===== config.mk =====
export PLATFORM = sky130hd
export DESIGN_NAME = ts_packet_sync
export DESIGN_NICKNAME = d
export VERILOG_FILES = /design/src/rtl/ts_pkg.sv /design/src/rtl/ts_packet_sync_sat_counter.sv /design/src/rtl/ts_packet_sync.sv
export SDC_FILE = /design/constraint.sdc
export NUM_CORES = 1
export LEC_CHECK = 0
export ABC_CLOCK_PERIOD_IN_PS = 2160
export CORE_ASPECT_RATIO = 1.25
export CORE_MARGIN = 3
export CORE_UTILIZATION = 45
export CTS_BUF_LIST = sky130_fd_sc_hd__clkbuf_8
export CTS_CLUSTER_SIZE = 25
export DETAILED_ROUTE_END_ITERATION = 16
export GPL_TIMING_DRIVEN = 0
export HOLD_SLACK_MARGIN = 0.05
export PLACE_DENSITY_LB_ADDON = 0.12
export SYNTH_ARGS = -nofsm -noshare
export SYNTH_HDL_FRONTEND = slang
export SYNTH_SLANG_ARGS = --single-unit

===== constraint.sdc =====
create_clock -name clk -period 2.16 [get_ports clk]
set_input_delay 0.216 -clock clk [delete_from_list [all_inputs] [get_ports clk]]
set_output_delay 0.216 -clock clk [all_outputs]
set_load 0.02 [all_outputs]

===== src/rtl/ts_pkg.sv =====
// Shared MPEG-2 TS constants and the sync FSM state type.
// Used by every stage of the TS ingest path.
package ts_pkg;

    localparam int         TS_PKT_LEN   = 188;
    localparam logic [7:0] TS_SYNC_BYTE = 8'h47;

    typedef enum logic [1:0] {
        HUNT,
        VERIFY,
        LOCKED
    } sync_state_t;

    function automatic int maxInt(input int a, input int b);
        return (a > b) ? a : b;
    endfunction

endpackage


===== src/rtl/ts_packet_sync_sat_counter.sv =====
// Saturating event counter with synchronous clear.
// Once it reaches all-ones it holds there.
module sat_counter #(
    parameter int WIDTH = 16
) (
    input  logic             clk,
    input  logic             rstn,
    input  logic             clr,
    input  logic             inc,
    output logic [WIDTH-1:0] count
);

    always_ff @(posedge clk or negedge rstn) begin
        if (!rstn) begin
            count <= '0;
        end else if (clr) begin
            count <= '0;
        end else if (inc && (count != {WIDTH{1'b1}})) begin
            count <= count + 1'b1;
        end
    end

endmodule


===== src/rtl/ts_packet_sync.sv =====
// MPEG-2 TS packet synchronizer: hunts for the sync byte, confirms alignment
// over consecutive packets, then forwards bytes with sop/eop and flywheels.
module ts_packet_sync
    import ts_pkg::*;
#(
    parameter int                    DATA_WIDTH   = 8,
    parameter int                    PKT_LEN      = TS_PKT_LEN,
    parameter logic [DATA_WIDTH-1:0] SYNC_BYTE    = TS_SYNC_BYTE,
    parameter int                    LOCK_COUNT   = 3,
    parameter int                    UNLOCK_COUNT = 3,
    parameter int                    CNT_WIDTH    = 16
) (
    input  logic                  clk,
    input  logic                  rstn,
    input  logic                  in_valid,
    input  logic [DATA_WIDTH-1:0] in_data,
    output logic                  out_valid,
    output logic [DATA_WIDTH-1:0] out_data,
    output logic                  out_sop,
    output logic                  out_eop,
    output logic                  locked,
    output logic                  sync_loss,
    output logic [CNT_WIDTH-1:0]  pkt_count,
    output logic [CNT_WIDTH-1:0]  sync_err_count
);

    localparam int PW = (PKT_LEN > 1) ? $clog2(PKT_LEN) : 1;
    localparam int HW = $clog2(maxInt(LOCK_COUNT, UNLOCK_COUNT) + 1);

    localparam logic [PW-1:0] LAST_POS    = PW'(PKT_LEN - 1);
    localparam logic [HW-1:0] LOCK_LAST   = HW'(LOCK_COUNT - 1);
    localparam logic [HW-1:0] UNLOCK_LAST = HW'(UNLOCK_COUNT - 1);

    sync_state_t           state_q, state_d;
    logic [PW-1:0]         pos_q, pos_d;
    logic [HW-1:0]         hits_q, hits_d;
    logic [HW-1:0]         misses_q, misses_d;

    logic                  outValid_q, outSop_q, outEop_q, syncLoss_q;
    logic [DATA_WIDTH-1:0] outData_q;

    logic                  isSync, atStart;
    logic [PW-1:0]         posNext;
    logic                  fwd_d, sop_d, eop_d, loss_d, errInc;

    assign isSync  = (in_data == SYNC_BYTE);
    assign atStart = (pos_q == '0);
    assign posNext = (pos_q == LAST_POS) ? '0 : pos_q + 1'b1;

    always_ff @(posedge clk or negedge rstn) begin
        if (!rstn) begin
            state_q  <= HUNT;
            pos_q    <= '0;
            hits_q   <= '0;
            misses_q <= '0;
        end else begin
            state_q  <= state_d;
            pos_q    <= pos_d;
            hits_q   <= hits_d;
            misses_q <= misses_d;
        end
    end

    // The byte that fails a VERIFY check sends us back to HUNT without being
    // considered as a fresh sync candidate; hunting restarts on the next byte.
    always_comb begin
        state_d  = state_q;
        pos_d    = pos_q;
        hits_d   = hits_q;
        misses_d = misses_q;
        if (in_valid) begin
            case (state_q)
                HUNT: begin
                    if (isSync) begin
                        pos_d   = PW'(1);
                        hits_d  = HW'(1);
                        state_d = (LOCK_COUNT == 1) ? LOCKED : VERIFY;
                    end
                end
                VERIFY: begin
                    pos_d = posNext;
                    if (atStart) begin
                        if (isSync) begin
                            hits_d = hits_q + 1'b1;
                            if (hits_q == LOCK_LAST) begin
                                state_d = LOCKED;
                            end
                        end else begin
                            state_d = HUNT;
                            hits_d  = '0;
                            pos_d   = '0;
                        end
                    end
                end
                LOCKED: begin
                    pos_d = posNext;
                    if (atStart) begin
                        if (isSync) begin
                            misses_d = '0;
                        end else if (misses_q == UNLOCK_LAST) begin
                            state_d  = HUNT;
                            hits_d   = '0;
                            misses_d = '0;
                            pos_d    = '0;
                        end else begin
                            misses_d = misses_q + 1'b1;
                        end
                    end
                end
                default: begin
                    state_d = HUNT;
                end
            endcase
        end
    end

    // A byte is forwarded while locked, including the one that completes lock
    // and the one that drops it.
    always_comb begin
        fwd_d  = in_valid && ((state_q == LOCKED) || (state_d == LOCKED));
        sop_d  = fwd_d && ((state_q != LOCKED) || atStart);
        eop_d  = fwd_d && (state_q == LOCKED) && (pos_q == LAST_POS);
        loss_d = in_valid && (state_q == LOCKED) && (state_d == HUNT);
        errInc = in_valid && (state_q == LOCKED) && atStart && !isSync;
    end

    always_ff @(posedge clk or negedge rstn) begin
        if (!rstn) begin
            outValid_q <= 1'b0;
            outSop_q   <= 1'b0;
            outEop_q   <= 1'b0;
            syncLoss_q <= 1'b0;
            outData_q  <= '0;
        end else begin
            outValid_q <= fwd_d;
            outSop_q   <= sop_d;
            outEop_q   <= eop_d;
            syncLoss_q <= loss_d;
            if (fwd_d) begin
                outData_q <= in_data;
            end
        end
    end

    sat_counter #(.WIDTH(CNT_WIDTH)) pktCounter (
        .clk   (clk),
        .rstn  (rstn),
        .clr   (1'b0),
        .inc   (sop_d),
        .count (pkt_count)
    );

    sat_counter #(.WIDTH(CNT_WIDTH)) errCounter (
        .clk   (clk),
        .rstn  (rstn),
        .clr   (1'b0),
        .inc   (errInc),
        .count (sync_err_count)
    );

    assign out_valid = outValid_q;
    assign out_data  = outData_q;
    assign out_sop   = outSop_q;
    assign out_eop   = outEop_q;
    assign sync_loss = syncLoss_q;
    assign locked    = (state_q == LOCKED);

endmodule


==> impl_metrics.py <==
metrics = {
    "sta": {
        "rsz0062_at_grt": "yes",
        "post-route-period-util": 1.02,
        "slew_viol_final": 0,
        "setup_ws_ns": -0.0500,
        "fmax_ghz": 0.452,
        "tightest_slew_ns": 0.469,
        "setup_violations": 9,
        "fin_crit_ns": 2.21,
        "final-hold-violation-count": 0,
        "fin_hold_ws_ns": 0.259,
        "maxSlewHeadroom": 0.687,
        "clock_skew_ns": 0.00852,
    },
    "routing": {
        "drt_first_pass_iters": 5,
        "first_iter_violations": 100,
        "drc_errors": 0,
        "postRouteAntennaNets": 0,
        "num_vias": 2428,
        "viasPerCell": 5.27,
        "totalWireLength_um": 6630,
        "wire_per_inst_um": 14.4,
    },
    "place": {
        "routabilityCongestion": 0.770,
        "hpwlAfterDp_um": 4380,
        "postPlaceCellArea_um2": 3590,
        "dp_cells": 417,
        "port_buffers": 55,
    },
    "final_layout": {
        "seq_area_um2": 1450,
        "fillers": 495,
        "nets": 391,
        "multi_input_area_um2": 1550,
        "finalNonFillerCells": 461,
        "drive_gt1_frac": 0.247,
        "final_cell_mix": "dfrtp_1 (58), clkdlybuf4s50_1 (50), buf_4 (26)",
        "syn2layout_area_growth_pct": 44.5,
        "antennaDiodeCount": 0,
        "stdcell_area_um2": 4170,
        "layout_commonest_cell": "dfrtp_1",
    },
    "worst_setup_path": {
        "worst-setup-path-type": "flip-flop to flip-flop",
        "crit_top_cell": "buf_4",
        "crit_required_ns": 2.37,
        "critPathMaxFanout": 6,
        "reg2reg_slack_ns": -0.05,
        "crit_slowest_cell": "dfrtp_1",
        "r2r_cells": 10,
        "path_buf_inv": 3,
        "worst_r2r_startpoint": "pos_q[0]$_DFFE_PN0P_",
        "max_stage_delay_ns": 0.38,
        "r2r-end": "out_data[0]$_DFFE_PN0P_",
        "cpLargestDelayFamily": "simple AND/OR/NAND/NOR gates",
        "arrival_ns": 2.42,
        "worstSetupEndpointType": "flip-flop",
        "crit_path_start_kind": "flip-flop",
        "crit_chain": "inv_2 -> ha_1 -> nor4b_4 -> buf_4 -> o311ai_2 -> a21oi_2 -> o31ai_2 -> nor2_4 -> buf_4 -> mux2_2",
    },
    "run_status": {
        "violations": "setup timing",
        "status": "complete, but fails checks",
    },
    "clock_network": {
        "cts_buffer_depth": 2,
        "tritoncts": "yes",
        "cts_root_buf": "clkbuf_8",
        "cts_inserted_buffers": 9,
        "htreeDepth": 3,
        "clk_latency_ns": 0.33,
        "clk_pin_slew_ns": 0.07,
        "cts_sinks": 58,
    },
    "logic_synthesis": {
        "synth_cells": 276,
        "yosysWarnings": 0,
        "mappedNetlistArea_um2": 2890,
        "syn-num-nets": 296,
        "yosysSeqAreaShare": 0.503,
        "synth_cell_types": 40,
        "synth_seq_cells": 58,
        "syn_area_per_cell_um2": 10.5,
    },
    "global_routing": {
        "grt_max_degree": 40,
        "grt_overflow": 0,
        "grtUsageTotal": 0.188,
        "antenna_found_initial": 0,
        "first_global_vias": 2408,
        "grt_pass1_wl_um": 11100,
    },
    "floorplanning": {
        "core_area_um2": 6210,
        "core.rowCount": 32,
        "die_y_um": 95.6,
        "pin_count": 56,
        "die-area_um2": 7420,
        "start_util": 0.465,
        "fp.dieW_um": 77.7,
    },
    "min_path": {
        "worstHoldPathCells": 2,
        "hp-class": "input pin to flip-flop",
        "hp-start": "in_data[6]",
        "holdPathEnd": "out_data[6]$_DFFE_PN0P_",
    },
    "power": {
        "power_density_nw_per_um2": 1040,
        "vdd_drop_max_v": 0.000698,
        "design_power_total_mw": 4.34,
        "p_leak_nw": 1.82,
    },
    "flow_run": {
        "drv_cap": 0,
    },
}
-- metal layers --
| metal | up-vias | track usage | wire, um |
|---|---|---|---|
| met5 | - | 0 | 0 |
| met4 | 0 | 0.0727 | 104 |
| met3 | 10 | 0.0586 | 362 |
| met2 | 72 | 0.315 | 3360 |
| met1 | 1185 | 0.228 | 2800 |
| li1 | 1161 | - | - |
-- cell families after synthesis --
kind of cell	after synthesis	share of synthesized area
AND/OR/NAND/NOR	114	0.211
flip-flops	58	0.503
AO/OA/AOI/OAI	37	0.0832
XOR/XNOR	29	0.0880
buffers and inverters	17	0.0277
multiplexers	12	0.0481
adder cells (fa/ha/maj)	9	0.0390
-- area by class of cell --
type,count,share of cell area
clock inverters,5,0.0129
plain buffers,6,0.0102
multi-input cells,201,0.370
repair buffers,84,0.187
inverters,11,0.00990
clock buffers,11,0.0363
well taps,85,0.0255
flip-flops and latches,58,0.348
-- power breakdown --
group	internal [mW]	switching, mW	total (mW)
Sequential	1.32	0.203	1.53
Clock	0.589	0.436	1.03
Combinational	0.915	0.873	1.79
Total	2.83	1.51	4.34
-- synth_stat cells, drive strengths merged --
master / instances / share of area
dfrtp: 58 / 0.50
a21o: 2 / 0.0056
xor2: 4 / 0.012
or3: 1 / 0.0022
nand2b: 3 / 0.0065
a31oi: 2 / 0.0043
nor3: 6 / 0.010
clkbuf: 3 / 0.0039
nand4b: 1 / 0.0030
nand3: 13 / 0.024
nor2: 20 / 0.029
nor3b: 2 / 0.0052
o31ai: 5 / 0.015
nand4: 18 / 0.039
or2: 1 / 0.0022
o2111ai: 1 / 0.0052
nor4b: 1 / 0.0052
and2b: 2 / 0.0052
mux2: 12 / 0.048
o311ai: 1 / 0.0030
or4b: 1 / 0.0048
buf: 3 / 0.0095
a211oi: 1 / 0.0026
a21oi: 7 / 0.012
xnor2: 25 / 0.076
o211a: 1 / 0.0035
and2: 3 / 0.0065
o21ai: 17 / 0.032
inv: 11 / 0.014
and3: 14 / 0.030
nand2: 26 / 0.034
ha: 9 / 0.039
nor4: 2 / 0.0043
-- sequential cells by signal, summed over array words and instances (netlist names) --
| name | count |
|---|---|
| pktCounter.count | 16 |
| out_data | 8 |
| hits_q | 2 |
| out_valid | 1 |
| misses_q | 2 |
| errCounter.count | 16 |
| state_q | 2 |
| sync_loss | 1 |
| pos_q | 8 |
| out_eop | 1 |
| out_sop | 1 |
-- repair_timing --
| action | 4_1_cts | 5_1_grt |
|---|---|---|
| hold endpoints to repair | 19 | 0 |
| setup buffers | 21 | 5 |
| hold buffers | 1 | 0 |
| resized for setup | 24 | 22 |
| endpoints found under the setup margin | 41 | 41 |
| cloned | 1 | 0 |
| pin swaps | 13 | 14 |
-- worst max path at each step --
| stage | from | endpoint | slack [ns] | cells past startpoint |
|---|---|---|---|---|
| floorplan | in_data[5] | out_data[4]$_DFFE_PN0P_ | 0.003 | 7 |
| global placement | rstn | errCounter.count[7]$_DFFE_PN0P_ | -1.04 | 1 |
| detailed placement | in_data[5] | out_data[6]$_DFFE_PN0P_ | -0.62 | 8 |
| CTS | pos_q[0]$_DFFE_PN0P_ | out_data[6]$_DFFE_PN0P_ | -0.08 | 9 |
| global route | pos_q[0]$_DFFE_PN0P_ | out_data[0]$_DFFE_PN0P_ | -0.14 | 10 |
| finish | pos_q[0]$_DFFE_PN0P_ | out_data[0]$_DFFE_PN0P_ | -0.05 | 10 |
-- through the flow --
stage	TNS [ns]	util	setup WS [ns]
final	-0.360	0.672	-0.0500
after detailed placement	-18.09	0.579	-0.619
after floorplan	0	-	0.00260
after global placement	-78.39	0.576	-1.04
after global routing	-2.88	0.672	-0.144
after CTS	-1.20	0.653	-0.0843
Power figures use the tool's default switching activity.
